`src/rtl/pin_protocol_pkg.sv`:
```
`default_nettype none
// ============================================================================
// pin_protocol_pkg : shared types and constants for the parking-gate PIN link
// Revision: 1.0
// ============================================================================
package pin_protocol_pkg;

  localparam int BCD_W = 4;

  // Factory PIN, also known to the gate controller
  localparam logic [15:0] DEFAULT_CODE = 16'h2468;

  typedef enum logic [2:0] {
    IDLE      = 3'd0,
    COLLECT   = 3'd1,
    SEND      = 3'd2,
    WAIT_RESP = 3'd3,
    GRANTED   = 3'd4,
    LOCKED    = 3'd5
  } pin_state_t;

endpackage
`default_nettype wire

```
`src/rtl/pin_digit_buffer.sv`:
```
`default_nettype none
// ============================================================================
// pin_digit_buffer : BCD shift register with saturating digit count
// Revision: 1.0
// ============================================================================
module pin_digit_buffer
  import pin_protocol_pkg::*;
#(
  parameter int DIGITS = 4
) (
  input  logic                      clk,
  input  logic                      rst,
  input  logic                      clear,
  input  logic                      shift_en,
  input  logic [BCD_W-1:0]          digit,
  output logic [BCD_W*DIGITS-1:0]   buffer,
  output logic [2:0]                count,
  output logic                      full
);

  localparam int CODE_W = BCD_W * DIGITS;

  logic [CODE_W-1:0] shifted;

  if (DIGITS == 1) begin : g_single
    assign shifted = digit;
  end else begin : g_multi
    assign shifted = {buffer[CODE_W-BCD_W-1:0], digit};
  end

  assign full = (count == 3'(DIGITS));

  // Shifts are dropped once full so the first digits are never pushed out
  always_ff @(posedge clk) begin
    if (rst || clear) begin
      buffer <= '0;
      count  <= '0;
    end else if (shift_en && !full) begin
      buffer <= shifted;
      count  <= count + 3'd1;
    end
  end

endmodule
`default_nettype wire

```
`src/rtl/pin_entry_terminal.sv`:
```
`default_nettype none
// ============================================================================
// pin_entry_terminal : keypad-side PIN collector and code/code_ack initiator
// Revision: 1.0
// ============================================================================
module pin_entry_terminal
  import pin_protocol_pkg::*;
#(
  parameter int DIGITS        = 4,
  parameter int ENTRY_TIMEOUT = 255,
  parameter int RESP_TIMEOUT  = 16,
  parameter int CNT_W         = 8
) (
  input  logic        clk,
  input  logic        rst,
  input  logic        session_start,
  input  logic        key_valid,
  input  logic [3:0]  key_digit,
  input  logic        key_clear,
  input  logic        key_enter,
  input  logic        open_gate,
  input  logic        wrong_pin,
  input  logic        blocked_gate,
  output logic [15:0] code,
  output logic        code_ack,
  output logic [2:0]  digit_count,
  output logic        entry_timeout,
  output logic        resp_timeout,
  output logic        locked
);

  localparam int CODE_W = BCD_W * DIGITS;

  pin_state_t        state, state_next;
  logic [CNT_W-1:0]  cnt, cnt_next, cnt_inc;
  logic [15:0]       code_next;
  logic              ack_next, entry_to_next, resp_to_next, locked_next;
  logic              buf_clear, buf_shift, buf_full;
  logic              key_any, digit_ok;
  logic [CODE_W-1:0] buffer;

  pin_digit_buffer #(
    .DIGITS (DIGITS)
  ) u_buffer (
    .clk      (clk),
    .rst      (rst),
    .clear    (buf_clear),
    .shift_en (buf_shift),
    .digit    (key_digit),
    .buffer   (buffer),
    .count    (digit_count),
    .full     (buf_full)
  );

  always_ff @(posedge clk) begin
    if (rst) begin
      state         <= IDLE;
      cnt           <= '0;
      code          <= '0;
      code_ack      <= 1'b0;
      entry_timeout <= 1'b0;
      resp_timeout  <= 1'b0;
      locked        <= 1'b0;
    end else begin
      state         <= state_next;
      cnt           <= cnt_next;
      code          <= code_next;
      code_ack      <= ack_next;
      entry_timeout <= entry_to_next;
      resp_timeout  <= resp_to_next;
      locked        <= locked_next;
    end
  end

  // A timeout fires on the cycle whose increment would reach the limit
  always_comb begin
    state_next    = state;
    cnt_next      = cnt;
    cnt_inc       = cnt + CNT_W'(1);
    code_next     = code;
    ack_next      = code_ack;
    entry_to_next = 1'b0;
    resp_to_next  = 1'b0;
    locked_next   = 1'b0;
    buf_clear     = 1'b0;
    buf_shift     = 1'b0;
    key_any       = key_valid | key_clear | key_enter;
    digit_ok      = key_valid && (key_digit <= 4'd9);

    case (state)
      IDLE: begin
        if (session_start) begin
          state_next = COLLECT;
          buf_clear  = 1'b1;
          cnt_next   = '0;
        end
      end
      COLLECT: begin
        if (key_any) begin
          cnt_next = '0;
          if (key_clear) begin
            buf_clear = 1'b1;
          end else if (key_enter) begin
            if (buf_full) state_next = SEND;
          end else if (digit_ok) begin
            buf_shift = 1'b1;
          end
        end else if (cnt_inc == CNT_W'(ENTRY_TIMEOUT)) begin
          entry_to_next = 1'b1;
          buf_clear     = 1'b1;
          cnt_next      = '0;
          state_next    = IDLE;
        end else begin
          cnt_next = cnt_inc;
        end
      end
      SEND: begin
        code_next  = 16'(buffer);
        ack_next   = 1'b1;
        cnt_next   = '0;
        state_next = WAIT_RESP;
      end
      WAIT_RESP: begin
        if (blocked_gate) begin
          ack_next    = 1'b0;
          locked_next = 1'b1;
          state_next  = LOCKED;
        end else if (open_gate) begin
          ack_next   = 1'b0;
          state_next = GRANTED;
        end else if (wrong_pin) begin
          ack_next   = 1'b0;
          buf_clear  = 1'b1;
          cnt_next   = '0;
          state_next = COLLECT;
        end else if (cnt_inc == CNT_W'(RESP_TIMEOUT)) begin
          resp_to_next = 1'b1;
          ack_next     = 1'b0;
          buf_clear    = 1'b1;
          cnt_next     = '0;
          state_next   = COLLECT;
        end else begin
          cnt_next = cnt_inc;
        end
      end
      GRANTED: begin
        if (!open_gate) begin
          code_next  = '0;
          state_next = IDLE;
        end
      end
      LOCKED: begin
        locked_next = 1'b1;
      end
      default: begin
        state_next = IDLE;
      end
    endcase
  end

endmodule
`default_nettype wire

```
`config.mk`:
```
export PLATFORM = sky130hd
export DESIGN_NAME = pin_entry_terminal
export DESIGN_NICKNAME = d
export VERILOG_FILES = /design/src/rtl/pin_protocol_pkg.sv /design/src/rtl/pin_digit_buffer.sv /design/src/rtl/pin_entry_terminal.sv
export SDC_FILE = /design/constraint.sdc
export NUM_CORES = 1
export LEC_CHECK = 0
export BUFFER_PORTS_ARGS = -buffer_cell sky130_fd_sc_hd__buf_2
export CORE_UTILIZATION = 50
export DETAILED_ROUTE_END_ITERATION = 10
export PLACE_DENSITY = 0.74
export SKIP_CTS_REPAIR_TIMING = 1
export SYNTH_ARGS = -nofsm -noshare
export SYNTH_HDL_FRONTEND = slang
export SYNTH_SLANG_ARGS = --single-unit
```
`constraint.sdc`:
```
create_clock -name clk -period 1.9 [get_ports clk]
set_clock_uncertainty 0.2 [all_clocks]
set_input_delay 0 -clock clk [delete_from_list [all_inputs] [get_ports clk]]
set_output_delay 0 -clock clk [all_outputs]
set_load 0.01 [all_outputs]
```
==> flow_summary.yaml <==
run_status:
  outcome: "finished, violations left"
  violations: "DRC, hold timing, setup timing"
place:
  dp_hpwl_um: 3755
  io_buffers: 35
  place.gp.congestion: 0.8616
sta:
  holdWs_ns: -0.004800
  drv_slew: 0
  worst_pin_slew_ns: 0.4193
  fmax_mhz: 485.0
  max_slew_margin_pct: 71.84
  period_minus_slack_ns: 2.062
  rsz0062_at_grt: "true"
  period_share_pct: 108.5
  tns_ns: -2.795
  hold_viol_final: 1
  worst_slack_ns: -0.1620
  setup_viol_count_final: 25
setup_path:
  cp_num_buf_inv: 1
  cp_data_arrival_time_ns: 2.08
  r2r_end: "u_buffer.buffer[7]"
  endpoint_kind: "flip-flop"
  reg2reg_from: "cnt[1]"
  cp.depth: 7
  required_ns: 1.92
  critPathSlowestCell: "dfxtp_4"
  r2r_setup_slack_ns: -0.16
  critPathTopFamily: "simple AND/OR/NAND/NOR gates"
  startpoint_type: "flip-flop"
  cp_max_fo: 7
  crit_chain: "ha_4 > nand2_2 > nor4_4 > a21oi_2 > o221ai_4 > clkbuf_16 > nor2_2"
  endpoint: "u_buffer.buffer[7]"
  cpPeakStageDelay_ns: 0.41
  startpoint: "cnt[1]"
  reg2reg_depth: 7
  path_class: "reg2reg"
synth:
  synthCells: 260
  ys_seq_area_share_pct: 41.80
  synth_nets: 277
  synth-seq-cells: 50
  synth_ff_type: "dfxtp_1"
  synth_edf_count: 0
  synthArstFlopShare_pct: 0
  synth_area_mm2: 0.002395
  synth_area_per_cell_um2: 9.211
  yosysWarnings: 0
  yosysUniqueCellTypes: 56
floorplan:
  fp.coreArea_mm2: 0.004474
  start_util_pct: 53.52
  rows: 24
  fp.dieH_um: 71.21
  pin_count: 36
  die_w_um: 71.21
  die-area_mm2: 0.005070
power_and_ir_drop:
  power_density_mw_per_mm2: 746.4
  ir_drop_v: 0.0005596
  power_leakage_nw: 1.359
clock_tree:
  path_clk_slew_ns: 0.10
  tritoncts: "yes"
  htreeDepth: 2
  cts_buffers: 5
  clk_latency_ns: 0.32
  root_buffer: "clkbuf_8"
  clockBufferDepth: 2
  clock_sinks: 50
finish:
  postLayoutCoreUtil_pct: 74.16
  fillers: 306
  nNetsFinal: 352
  diodes: 0
  area_delta_synth_final_pct: 38.56
  layout-drive-gt1-share_pct: 39.29
drt:
  top_layer_used: "met4"
  via_count: 2192
  wl_met1_um: 2532
  dr.pass1.iters: 7
  route.met2.wl_um: 3163
  wire_per_inst_um: 15.60
  wirelength_um: 6053
  drc: 2
  vias_per_cell: 5.649
  ant_nets: 0
  met3_length_um: 223
  drt_iter0_markers: 149
grt:
  grt_pass1_wl_um: 8811
  overflow: 0
  grt_util_all_layers_pct: 22.11
  antenna_found_initial: 0
  grt_max_degree: 27
  grt_pass1_vias: 1956
hold_path:
  hp-class: "in2reg"
flow_run:
  maxCapViolCount: 0
## kinds of logic after synthesis
family	count (synthesis)	share of synthesized area [%]
AND/OR/NAND/NOR	103	22.26
AO/OA/AOI/OAI	58	19.07
flip-flops	50	41.80
buffers and inverters	21	4.231
multiplexers	19	7.941
XOR/XNOR	5	2.613
adder cells (fa/ha/maj)	4	2.090
## report_power, final
group / internal [mW] / switching (mW) / total, mW
clock network: 0.274 / 0.406 / 0.679
registers: 1.07 / 0.0377 / 1.11
logic: 0.332 / 0.355 / 0.686
## through the flow
stage	total power, mW	hold slack (ns)	instance area (um2)	worst slack, ns	cells
2_1_floorplan	1.457	-0.1245	2397	0.005141	260
5_1_grt	2.575	0.02326	3318	-0.2119	388
6_report	2.477	-0.004800	3318	-0.1620	388
4_1_cts	2.311	-0.2988	2873	-0.1645	367
3_5_place_dp	1.643	0.03659	2776	-0.1267	359
3_3_place_gp	1.638	0.03053	2776	-0.08691	359
## layer usage
layer	GRT usage, %	vias up
li1	-	1084
met1	27.52	1038
met2	37.25	59
met3	4.558	11
met4	9.111	0
met5	0	-
## cells in the final DEF (no fill, tap or decap), drive strengths merged, types with 6 or more instances in the layout
cell and n:
nor3 9, dfxtp 50, a22oi 16, mux2i 19
a211oi 8, buf 71, nor2 43, nand2 11
inv 10, dlygate4sd3 8, clkbuf 7, a21oi 6
nand3 6, o21ai 9
## state kept, by name, indices dropped and copies added (netlist names)
signal	cells
locked	1
u_buffer.count	3
state	3
entry_timeout	1
code_ack	1
u_buffer.buffer	16
code	16
cnt	8
resp_timeout	1
## worst register-to-register path, cell delays in order, from the launching register on
cell,delay (ns)
dfxtp_4,0.41
ha_4,0.17
nand2_2,0.06
nor4_4,0.39
a21oi_2,0.15
o221ai_4,0.31
clkbuf_16,0.23
nor2_2,0.04
## worst min-delay path by stage
stage / startpoint / endpoint / slack, ns / depth (start not counted)
after floorplan: wrong_pin / resp_timeout / -0.12 / 1
after global placement: key_digit[0] / u_buffer.buffer[0] / 0.03 / 3
after global routing: key_valid / entry_timeout / 0.02 / 4
final: key_valid / entry_timeout / -0.005 / 4
after detailed placement: rst / entry_timeout / 0.04 / 2
after CTS: rst / entry_timeout / -0.30 / 2
## final cells by class
cell class / instances / area (um2) / share of cell area (%)
clock buffers: 5 / 68.82 / 2.074
clock inverters: 3 / 27.53 / 0.8296
inverters: 8 / 30.03 / 0.9050
multi-input cells: 189 / 1493 / 44.98
flip-flops and latches: 50 / 1015 / 30.58
well taps: 52 / 65.06 / 1.961
repair buffers: 81 / 619.3 / 18.67
## synth_stat cells, types with 2 or more instances
| master | n | area (um2) |
|---|---|---|
| dfxtp_1 | 50 | 1001 |
| nor2_1 | 43 | 161.4 |
| mux2i_1 | 19 | 190.2 |
| a22oi_1 | 16 | 120.1 |
| nand2_1 | 11 | 41.29 |
| a211oi_1 | 8 | 60.06 |
| inv_1 | 8 | 30.03 |
| nor3_1 | 8 | 40.04 |
| o21ai_0 | 8 | 40.04 |
| nand3_1 | 6 | 30.03 |
| a21oi_1 | 5 | 25.02 |
| buf_2 | 5 | 25.02 |
| clkbuf_1 | 4 | 15.01 |
| ha_1 | 4 | 50.05 |
| nand2b_1 | 4 | 25.02 |
| nand3b_1 | 4 | 30.03 |
| nand4_1 | 4 | 25.02 |
| nor2b_1 | 4 | 25.02 |
| or3_1 | 3 | 18.77 |
| xnor2_1 | 3 | 26.28 |
| and2_1 | 2 | 12.51 |
| buf_4 | 2 | 15.01 |
| nor3b_1 | 2 | 15.01 |
| o211ai_1 | 2 | 15.01 |
| o22ai_1 | 2 | 12.51 |
| o2bb2ai_1 | 2 | 17.52 |
| or2_2 | 2 | 12.51 |
Power figures use the tool's default switching activity.
